File: src/rtl/seg7_scan_ctrl_pkg.sv
// Shared constants for the seven-segment scan controller: segment bit order,
// hex glyphs and the nibble decoder.
package seg7_scan_ctrl_pkg;

  localparam int SEG_A  = 0;
  localparam int SEG_B  = 1;
  localparam int SEG_C  = 2;
  localparam int SEG_D  = 3;
  localparam int SEG_E  = 4;
  localparam int SEG_F  = 5;
  localparam int SEG_G  = 6;
  localparam int SEG_DP = 7;

  localparam logic [7:0] SEG_OFF = 8'h00;

  // Glyphs in {g,f,e,d,c,b,a} order, active-high
  localparam logic [6:0] GLYPH_0 = 7'h3F;
  localparam logic [6:0] GLYPH_1 = 7'h06;
  localparam logic [6:0] GLYPH_2 = 7'h5B;
  localparam logic [6:0] GLYPH_3 = 7'h4F;
  localparam logic [6:0] GLYPH_4 = 7'h66;
  localparam logic [6:0] GLYPH_5 = 7'h6D;
  localparam logic [6:0] GLYPH_6 = 7'h7D;
  localparam logic [6:0] GLYPH_7 = 7'h07;
  localparam logic [6:0] GLYPH_8 = 7'h7F;
  localparam logic [6:0] GLYPH_9 = 7'h6F;
  localparam logic [6:0] GLYPH_A = 7'h77;
  localparam logic [6:0] GLYPH_B = 7'h7C;
  localparam logic [6:0] GLYPH_C = 7'h39;
  localparam logic [6:0] GLYPH_D = 7'h5E;
  localparam logic [6:0] GLYPH_E = 7'h79;
  localparam logic [6:0] GLYPH_F = 7'h71;

  function automatic logic [6:0] seg7_decode(input logic [3:0] nib);
    case (nib)
      4'h0:    seg7_decode = GLYPH_0;
      4'h1:    seg7_decode = GLYPH_1;
      4'h2:    seg7_decode = GLYPH_2;
      4'h3:    seg7_decode = GLYPH_3;
      4'h4:    seg7_decode = GLYPH_4;
      4'h5:    seg7_decode = GLYPH_5;
      4'h6:    seg7_decode = GLYPH_6;
      4'h7:    seg7_decode = GLYPH_7;
      4'h8:    seg7_decode = GLYPH_8;
      4'h9:    seg7_decode = GLYPH_9;
      4'hA:    seg7_decode = GLYPH_A;
      4'hB:    seg7_decode = GLYPH_B;
      4'hC:    seg7_decode = GLYPH_C;
      4'hD:    seg7_decode = GLYPH_D;
      4'hE:    seg7_decode = GLYPH_E;
      4'hF:    seg7_decode = GLYPH_F;
      default: seg7_decode = 7'h00;
    endcase
  endfunction

endpackage

File: src/rtl/seg7_scan_ctrl_btn_debounce.sv
// Push-button conditioner: 2-FF synchroniser followed by a stable-sample
// counter; emits the debounced level and a one-cycle pulse on its falling edge.
module btn_debounce #(
  parameter int DEB_CYCLES = 200000
) (
  input  logic clk,
  input  logic rst_n,
  input  logic btn_raw,
  output logic level,
  output logic fall
);

  localparam int CW = (DEB_CYCLES > 1) ? $clog2(DEB_CYCLES + 1) : 1;

  logic          sync1_reg;
  logic          sync2_reg;
  logic          level_reg;
  logic          fall_reg;
  logic [CW-1:0] cnt_reg;

  // cnt_reg counts consecutive samples that disagree with the accepted level;
  // any agreeing sample restarts the count, so short glitches are absorbed.
  always_ff @(posedge clk or negedge rst_n) begin
    if (!rst_n) begin
      sync1_reg <= 1'b0;
      sync2_reg <= 1'b0;
      level_reg <= 1'b0;
      fall_reg  <= 1'b0;
      cnt_reg   <= '0;
    end else begin
      sync1_reg <= btn_raw;
      sync2_reg <= sync1_reg;
      fall_reg  <= 1'b0;
      if (sync2_reg == level_reg) begin
        cnt_reg <= '0;
      end else if (cnt_reg == CW'(DEB_CYCLES - 1)) begin
        level_reg <= sync2_reg;
        fall_reg  <= level_reg & ~sync2_reg;
        cnt_reg   <= '0;
      end else begin
        cnt_reg <= cnt_reg + 1'b1;
      end
    end
  end

  assign level = level_reg;
  assign fall  = fall_reg;

endmodule

File: src/rtl/seg7_scan_ctrl.sv
// Multiplexed seven-segment scanner with prescaler, dead-time blanking,
// frame-synchronous data update, leading-zero blanking and a page selector.
module seg7_scan_ctrl
  import seg7_scan_ctrl_pkg::*;
#(
  parameter int NUM_DIGITS  = 8,
  parameter int SCAN_DIV    = 50000,
  parameter int DEAD_CYCLES = 16,
  parameter int DEB_CYCLES  = 200000,
  parameter int NUM_PAGES   = 32,
  localparam int DSW = (NUM_DIGITS > 1) ? $clog2(NUM_DIGITS) : 1,
  localparam int PW  = (NUM_PAGES > 1) ? $clog2(NUM_PAGES) : 1
) (
  input  logic                    clk,
  input  logic                    rst_n,
  input  logic [4*NUM_DIGITS-1:0] data,
  input  logic                    load,
  input  logic [NUM_DIGITS-1:0]   dp_mask,
  input  logic                    blank_lz,
  input  logic                    next_btn,
  output logic [DSW-1:0]          dig_sel,
  output logic [7:0]              seg,
  output logic [PW-1:0]           page
);

  localparam int CW = (SCAN_DIV > 1) ? $clog2(SCAN_DIV) : 1;
  localparam int DW = 4 * NUM_DIGITS;

  logic [CW-1:0]         cnt_reg, cnt_next;
  logic [DSW-1:0]        dig_sel_reg, dig_sel_next;
  logic [DW-1:0]         shadow_reg, shadow_next;
  logic [DW-1:0]         pending_reg, pending_next;
  logic                  pending_valid_reg, pending_valid_next;
  logic [7:0]            seg_reg, seg_next;
  logic [PW-1:0]         page_reg, page_next;
  logic                  tick;
  logic                  frame_end;
  logic                  last_digit;
  logic                  lz_run;
  logic [NUM_DIGITS-1:0] lz;
  logic [3:0]            nib [NUM_DIGITS];
  logic                  btn_fall;
  logic                  btn_level_unused;

  // Digit 0 is the most significant nibble of the shadowed word.
  for (genvar gi = 0; gi < NUM_DIGITS; gi++) begin : g_nib
    assign nib[gi] = shadow_reg[DW-1-4*gi -: 4];
  end

  // lz[i]: every digit from 0 up to and including i is zero
  always_comb begin
    lz_run = 1'b1;
    lz     = '0;
    for (int i = 0; i < NUM_DIGITS; i++) begin
      lz_run = lz_run & (nib[i] == 4'h0);
      lz[i]  = lz_run;
    end
  end

  btn_debounce #(
    .DEB_CYCLES(DEB_CYCLES)
  ) u_btn (
    .clk    (clk),
    .rst_n  (rst_n),
    .btn_raw(next_btn),
    .level  (btn_level_unused),
    .fall   (btn_fall)
  );

  always_comb begin
    tick       = (cnt_reg == CW'(SCAN_DIV - 1));
    last_digit = (dig_sel_reg == DSW'(NUM_DIGITS - 1));
    frame_end  = tick & last_digit;

    cnt_next     = tick ? '0 : cnt_reg + 1'b1;
    dig_sel_next = dig_sel_reg;
    if (tick) begin
      dig_sel_next = last_digit ? '0 : dig_sel_reg + 1'b1;
    end

    // A load coinciding with the frame boundary goes straight to the shadow.
    pending_next       = pending_reg;
    pending_valid_next = pending_valid_reg;
    shadow_next        = shadow_reg;
    if (load) begin
      pending_next       = data;
      pending_valid_next = 1'b1;
    end
    if (frame_end) begin
      if (load) begin
        shadow_next = data;
      end else if (pending_valid_reg) begin
        shadow_next = pending_reg;
      end
      pending_valid_next = 1'b0;
    end

    // Computed from the current slot, so seg trails dig_sel by one cycle.
    seg_next = SEG_OFF;
    if (cnt_reg >= CW'(DEAD_CYCLES)) begin
      seg_next[SEG_DP] = dp_mask[dig_sel_reg];
      if (!(blank_lz && lz[dig_sel_reg] && !last_digit)) begin
        seg_next[SEG_G:SEG_A] = seg7_decode(nib[dig_sel_reg]);
      end
    end

    page_next = page_reg;
    if (btn_fall) begin
      page_next = (page_reg == PW'(NUM_PAGES - 1)) ? '0 : page_reg + 1'b1;
    end
  end

  always_ff @(posedge clk or negedge rst_n) begin
    if (!rst_n) begin
      cnt_reg           <= '0;
      dig_sel_reg       <= '0;
      shadow_reg        <= '0;
      pending_reg       <= '0;
      pending_valid_reg <= 1'b0;
      seg_reg           <= SEG_OFF;
      page_reg          <= '0;
    end else begin
      cnt_reg           <= cnt_next;
      dig_sel_reg       <= dig_sel_next;
      shadow_reg        <= shadow_next;
      pending_reg       <= pending_next;
      pending_valid_reg <= pending_valid_next;
      seg_reg           <= seg_next;
      page_reg          <= page_next;
    end
  end

  assign dig_sel = dig_sel_reg;
  assign seg     = seg_reg;
  assign page    = page_reg;

endmodule

File: config.mk
export PLATFORM = sky130hd
export DESIGN_NAME = seg7_scan_ctrl
export DESIGN_NICKNAME = d
export VERILOG_FILES = /design/src/rtl/seg7_scan_ctrl_pkg.sv /design/src/rtl/seg7_scan_ctrl_btn_debounce.sv /design/src/rtl/seg7_scan_ctrl.sv
export SDC_FILE = /design/constraint.sdc
export NUM_CORES = 1
export LEC_CHECK = 0
export CAP_MARGIN = 10
export CORE_UTILIZATION = 50
export CTS_BUF_LIST = sky130_fd_sc_hd__clkbuf_2 sky130_fd_sc_hd__clkbuf_4 sky130_fd_sc_hd__clkbuf_8
export CTS_CLUSTER_DIAMETER = 200
export CTS_CLUSTER_SIZE = 30
export DETAILED_ROUTE_END_ITERATION = 7
export DONT_BUFFER_PORTS = 1
export RECOVER_POWER = 100
export SYNTH_ARGS = -nofsm -noshare
export SYNTH_HDL_FRONTEND = slang
export SYNTH_HIERARCHICAL = 1
export SYNTH_SLANG_ARGS = --single-unit
export TNS_END_PERCENT = 5
File: constraint.sdc
create_clock -name clk -period 2.8 [get_ports clk]
set_input_delay 0.42 -clock clk [delete_from_list [all_inputs] [get_ports clk]]
set_output_delay 0.42 -clock clk [all_outputs]
set_load 0.1 [all_outputs]
### Yosys cells after proc, flatten, opt, wreduce, memory -nomap -nowiden

Memories as Yosys holds them, arrays and structs flattened.
Index checks and enable logic that the tools add are counted.

| storage, ports and cells | value |
|---|---|
| register bits after elaboration | 119 |
| ROM bits | 112 |
| output and inout port bits | 16 |
| logic and storage cells | 72 |
| memories kept | 1 |

| operators by class | value |
|---|---|
| add/sub/neg operators | 4 |
| magnitude comparators | 3 |
| equality and inequality tests | 5 |
| multiplexer cells | 20 |
| bitwise logic cells | 12 |
| reduce and logical (&&, ||, !) cells | 15 |

Memory list:

| name | depth | bits a word | rd ports | clocked after memory_dff | wr ports | RTL line | text |
|---|---|---|---|---|---|---|---|
| (name not given) | 16 | 7 | 1 | 0 | 0 | seg7_scan_ctrl_pkg.sv:35 | `case (nib)` |

Operators by type and width:

| kind | number |
|---|---|
| $mux 32 | 2 |
| $mux 18 | 2 |
| $logic_not 4->1 | 8 |
| $add 18x1->18 const B | 1 |
| $eq 18x18->1 const B | 1 |
| $add 16x1->16 const B | 1 |
| $eq 16x16->1 const B | 1 |
| $ge 16x5->1 const B | 1 |
| $mux 16 | 1 |
| $bmux 4 s3 | 1 |
| $and 1x1->1 | 9 |
| $mux 4 | 2 |
| $mux 8 | 1 |
| $mux 7 | 1 |
| $bmux 1 s3 | 2 |
| $mux 1 | 6 |
| $add 5x1->5 const B | 1 |
| $eq 5x5->1 const B | 1 |
| $mux 5 | 1 |
| $ge 4x4->1 const B | 1 |
| $lt 3x4->1 const B | 1 |
| $not 3->4 | 1 |
| $reduce_and 2->1 | 2 |
| $reduce_bool 2->1 | 2 |
| 7 further kinds | 9 |

### Depth between registers and ports, before layout

| depth | value |
|---|---|
| word-level depth | 14 |
| gate-level depth with buffers | 8 |
| mapped depth without buffers | 7 |

### Hierarchy

The synthesis kept the hierarchy.

Modules (own cells, without submodules):

| module | times used | cells an instance | area each (µm²) | sequential area each (µm²) |
|---|---|---|---|---|
| seg7_scan_ctrl | 1 | 329 | 4449.3 | 2427.3 |
| btn_debounce | 1 | 105 | 1066.0 | 550.5 |

### Least setup slack after synthesis

Ideal clock, no wire load.

| timing | value |
|---|---|
| kind | flip-flop to flip-flop |
| start | register dig_sel_reg[0], in the netlist dig_sel[0] |
| end | register seg_reg[0], in the netlist seg[0] |
| arrival time | 2.782 ns |
| required time | 2.731 ns |
| setup slack | -0.051 ns |
| stages on the path, launching flop included | 8 |
| clock period less this slack | 2.851 ns |
| path through | dfrtp_1 > buf_6 > mux4_2 > mux2i_1 > inv_1 > ha_1 > o221a_2 > nor2_2 |

| between the ends | value |
|---|---|
| longest elaborated chain between the ends | 7 |

RTL lines:

| element | RTL line | text |
|---|---|---|
| start: declaration | seg7_scan_ctrl.sv:30 | `logic [DSW-1:0] dig_sel_reg, dig_sel_next;` |
| start signal: assignment | seg7_scan_ctrl.sv:124 | `dig_sel_reg <= dig_sel_next;` |
| $not 3->4 (implied by the code) | seg7_scan_ctrl.sv:103 | `seg_next[SEG_G:SEG_A] = seg7_decode(nib[dig_sel_reg]);` |
| $bmux 4 s3 | seg7_scan_ctrl.sv:103 |  |
| $mux 4 (implied by the code) (2 in a row) | seg7_scan_ctrl.sv:103 |  |
| $mem_v2 16x7 | - |  |
| $mux 7 * | seg7_scan_ctrl.sv:102 | `if (!(blank_lz && lz[dig_sel_reg] && !last_digit)) begin` |
| $mux 8 * | seg7_scan_ctrl.sv:100 | `if (cnt_reg >= CW'(DEAD_CYCLES)) begin` |
| via seg_next[0] | seg7_scan_ctrl.sv:34 | `logic [7:0] seg_reg, seg_next;` |
| end signal: assignment | seg7_scan_ctrl.sv:128 | `seg_reg <= seg_next;` |
| end: declaration | seg7_scan_ctrl.sv:34 |  |

Mark *: on every way through the listed nets, which the timed path passes. The rest lies on a longest branch. The select of a mux whose other input is x is not followed.
A chain may end at the register's enable or synchronous reset.

### Final worst setup path

Same ends and word-level chain as after synthesis.

==> results.tsv <==
metric	value	unit
status	finished with violations	
violated checks	hold timing	
sequential-to-total area share from yosys stat	54.0	%
CP delay by family, top	buffers and inverters	
WP buf/inv	2	
fin nets	506	
vias in the first global route	3460	
core area	10500	um^2
H-tree Lvls	4	
cts hold-fix bufs	1	
Via Count	3388	
count leader, synth	dfrtp_1	
clk slew on worst S/H paths	70	ps
Area contributors post-synth	dfrtp_1 54%, mux2_2 14%, mux4_2 3.3%	
wire per inst	17.2	um
unrepaired setup endpoints after global routing	no	
Ant. Diodes	0	
Power Density	587	nW/um^2
Residual DRC	0	
IO Pins	61	
Crit Path Category	register to register	
final WL	10300	um
Worst Skew	11.9	ps
Tot GR Track Use	20.6	%
setup tns final	0	ps
pin count of the biggest net entering global routing	120	
Gate Count Post-Synth	434	
Port Buffers	0	
Slowest cell on crit path	clkbuf_2	
Area Growth Syn to Fin	9.64	%
Main synth FF type	dfrtp_1	
max-cap violation count	0	
Vias per Instance	5.68	
Post-DRT Antenna Nets	0	
Detailed Route Iter0 Violations	133	
worst min-delay path class	input pin to async pin	
hold_ws	-319	ps
die area	11500	um^2
crit path max fanout	9	
worst setup margin	357	ps
fmax	0.409	GHz
post-CTS setup buffers	0	
top cells by count, synth	119 x dfrtp_1, 68 x mux2_2, 39 x nor2_1	
share of layout cells above drive strength 1	23.7	%
Initial Util	52.5	%
Placer Congestion	0.797	
Setup violations, final	0	
clock latency on the worst-skew pair	440	ps
slew margin rel.	10.6	%
CP Data Required Time	3170	ps
Worst Path Arrival	2810	ps
Slew Viols, Final	0	
final worst-path cycle share	87.3	%
gr ovfl total	0	
Die H	107	um
post-synthesis sequential element count	119	
DR pass1 iterations	4	
proportion of netlist area held by the largest area contributor	54.0	%
worst-margin pin slew	1340	ps
Pleak	2.70	nW
Synth area leader	dfrtp_1	
clk buf depth	2	
Clock Sinks	119	
total CTS buffers	17	
CP endpoint kind	register	
Syn Nets	493	
Mapped Area	5520	um^2
fraction of registers with async set/reset	100	%
Max VDD drop	0.000456	V
TritonCTS clock tree	built	
Fin. Hold Viols	119	
first-pass GRT wire length	17800	um
# rows	37	
cells along the critical path	clkbuf_2 > mux2i_1 > inv_1 > ha_1 > o221a_2 > nor2_1	
minimum clock period	2440	ps
post-CTS sizing	0	
CTS Root Cell	clkbuf_8	
Die W	107	um
Worst setup SP type	register	
number of synthesized flops with an enable pin	0	
Ys Warns	6	
max incr delay on CP	660	ps
syn avg cell area	12.7	um^2
hpwl dp	6870	um
synth unique cells	48	
Place WS	518	ps
initial antenna violation count	1	
[final timing paths]
kind	startpoint	end	slack, ps	cells after the start
worst max-delay path	dig_sel[0]$_DFFE_PN0N_	seg[0]$_DFF_PN0_	360	6
worst min-delay path	rst_n	cnt_reg[11]$_DFF_PN0_	-320	0
worst max register to register	dig_sel[0]$_DFFE_PN0N_	seg[0]$_DFF_PN0_	360	6
worst min register to register	u_btn/sync1_reg$_DFF_PN0_	u_btn/sync2_reg$_DFF_PN0_	350	0
max in group asynchronous	rst_n	pending_reg[31]$_DFFE_PN0P_	2940	0
min in group clk	data[2]	pending_reg[2]$_DFFE_PN0P_	140	1
[kinds of logic after synthesis]
| logic type | Yosys count | synth area share, % |
|---|---|---|
| simple gates | 122 | 11.4 |
| flops | 119 | 54.0 |
| mux | 89 | 20.3 |
| buf+inv | 32 | 2.88 |
| compound gates | 29 | 3.65 |
| xor+xnor | 29 | 4.61 |
| fa+ha+maj | 14 | 3.18 |
[power by group]
part / internal (mW) / leakage [nW] / switching (mW) / total, mW
combinational: 0.0491 / 0.943 / 0.0377 / 0.0867
sequential: 1.77 / 1.54 / 0.0556 / 1.83
clock: 0.935 / 0.210 / 0.703 / 1.64
[per-stage QoR]
step / util [%] / total power, mW / cell area, um^2 / std cells
5_1_grt: 57.5 / 3.69 / 6050 / 596
3_3_place_gp: 53.9 / 1.95 / 5670 / 563
4_1_cts: 58.0 / 3.60 / 6100 / 596
3_5_place_dp: 53.9 / 1.95 / 5670 / 563
6_report: 57.5 / 3.55 / 6050 / 596
2_1_floorplan: - / 1.94 / 5520 / 434
[cells in the final DEF, fill, tap and decap left out, types with 7 or more instances in the layout]
cell type / n
clkbuf_8: 18
ha_1: 14
nor3_1: 7
dfrtp_1: 117
inv_1: 15
mux4_2: 8
nand3_1: 15
o21ai_0: 7
xnor2_1: 20
a21oi_1: 7
nor2_1: 40
nand2_1: 15
mux2i_1: 10
mux2_1: 11
xor2_1: 9
mux2_2: 57
nor4_1: 14
[final cells by class]
| type | instances | area (um^2) |
|---|---|---|
| inverter | 15 | 56.3 |
| timing repair buffer | 11 | 55.1 |
| multi-input combinational | 283 | 2360 |
| clock buffer | 21 | 270 |
| tap | 136 | 170 |
| clock inverter | 11 | 150 |
| sequential | 119 | 2980 |
| fill | 885 | 4460 |
[metal layers]
metal | up-vias | routed length, um | track usage (%)
li1 | 1590 | - | -
met1 | 1696 | 4890 | 28.4
met2 | 91 | 4690 | 30.4
met3 | 11 | 535 | 6.75
met4 | 0 | 149 | 7.93
met5 | - | 0 | 0
Power figures use the tool's default switching activity.
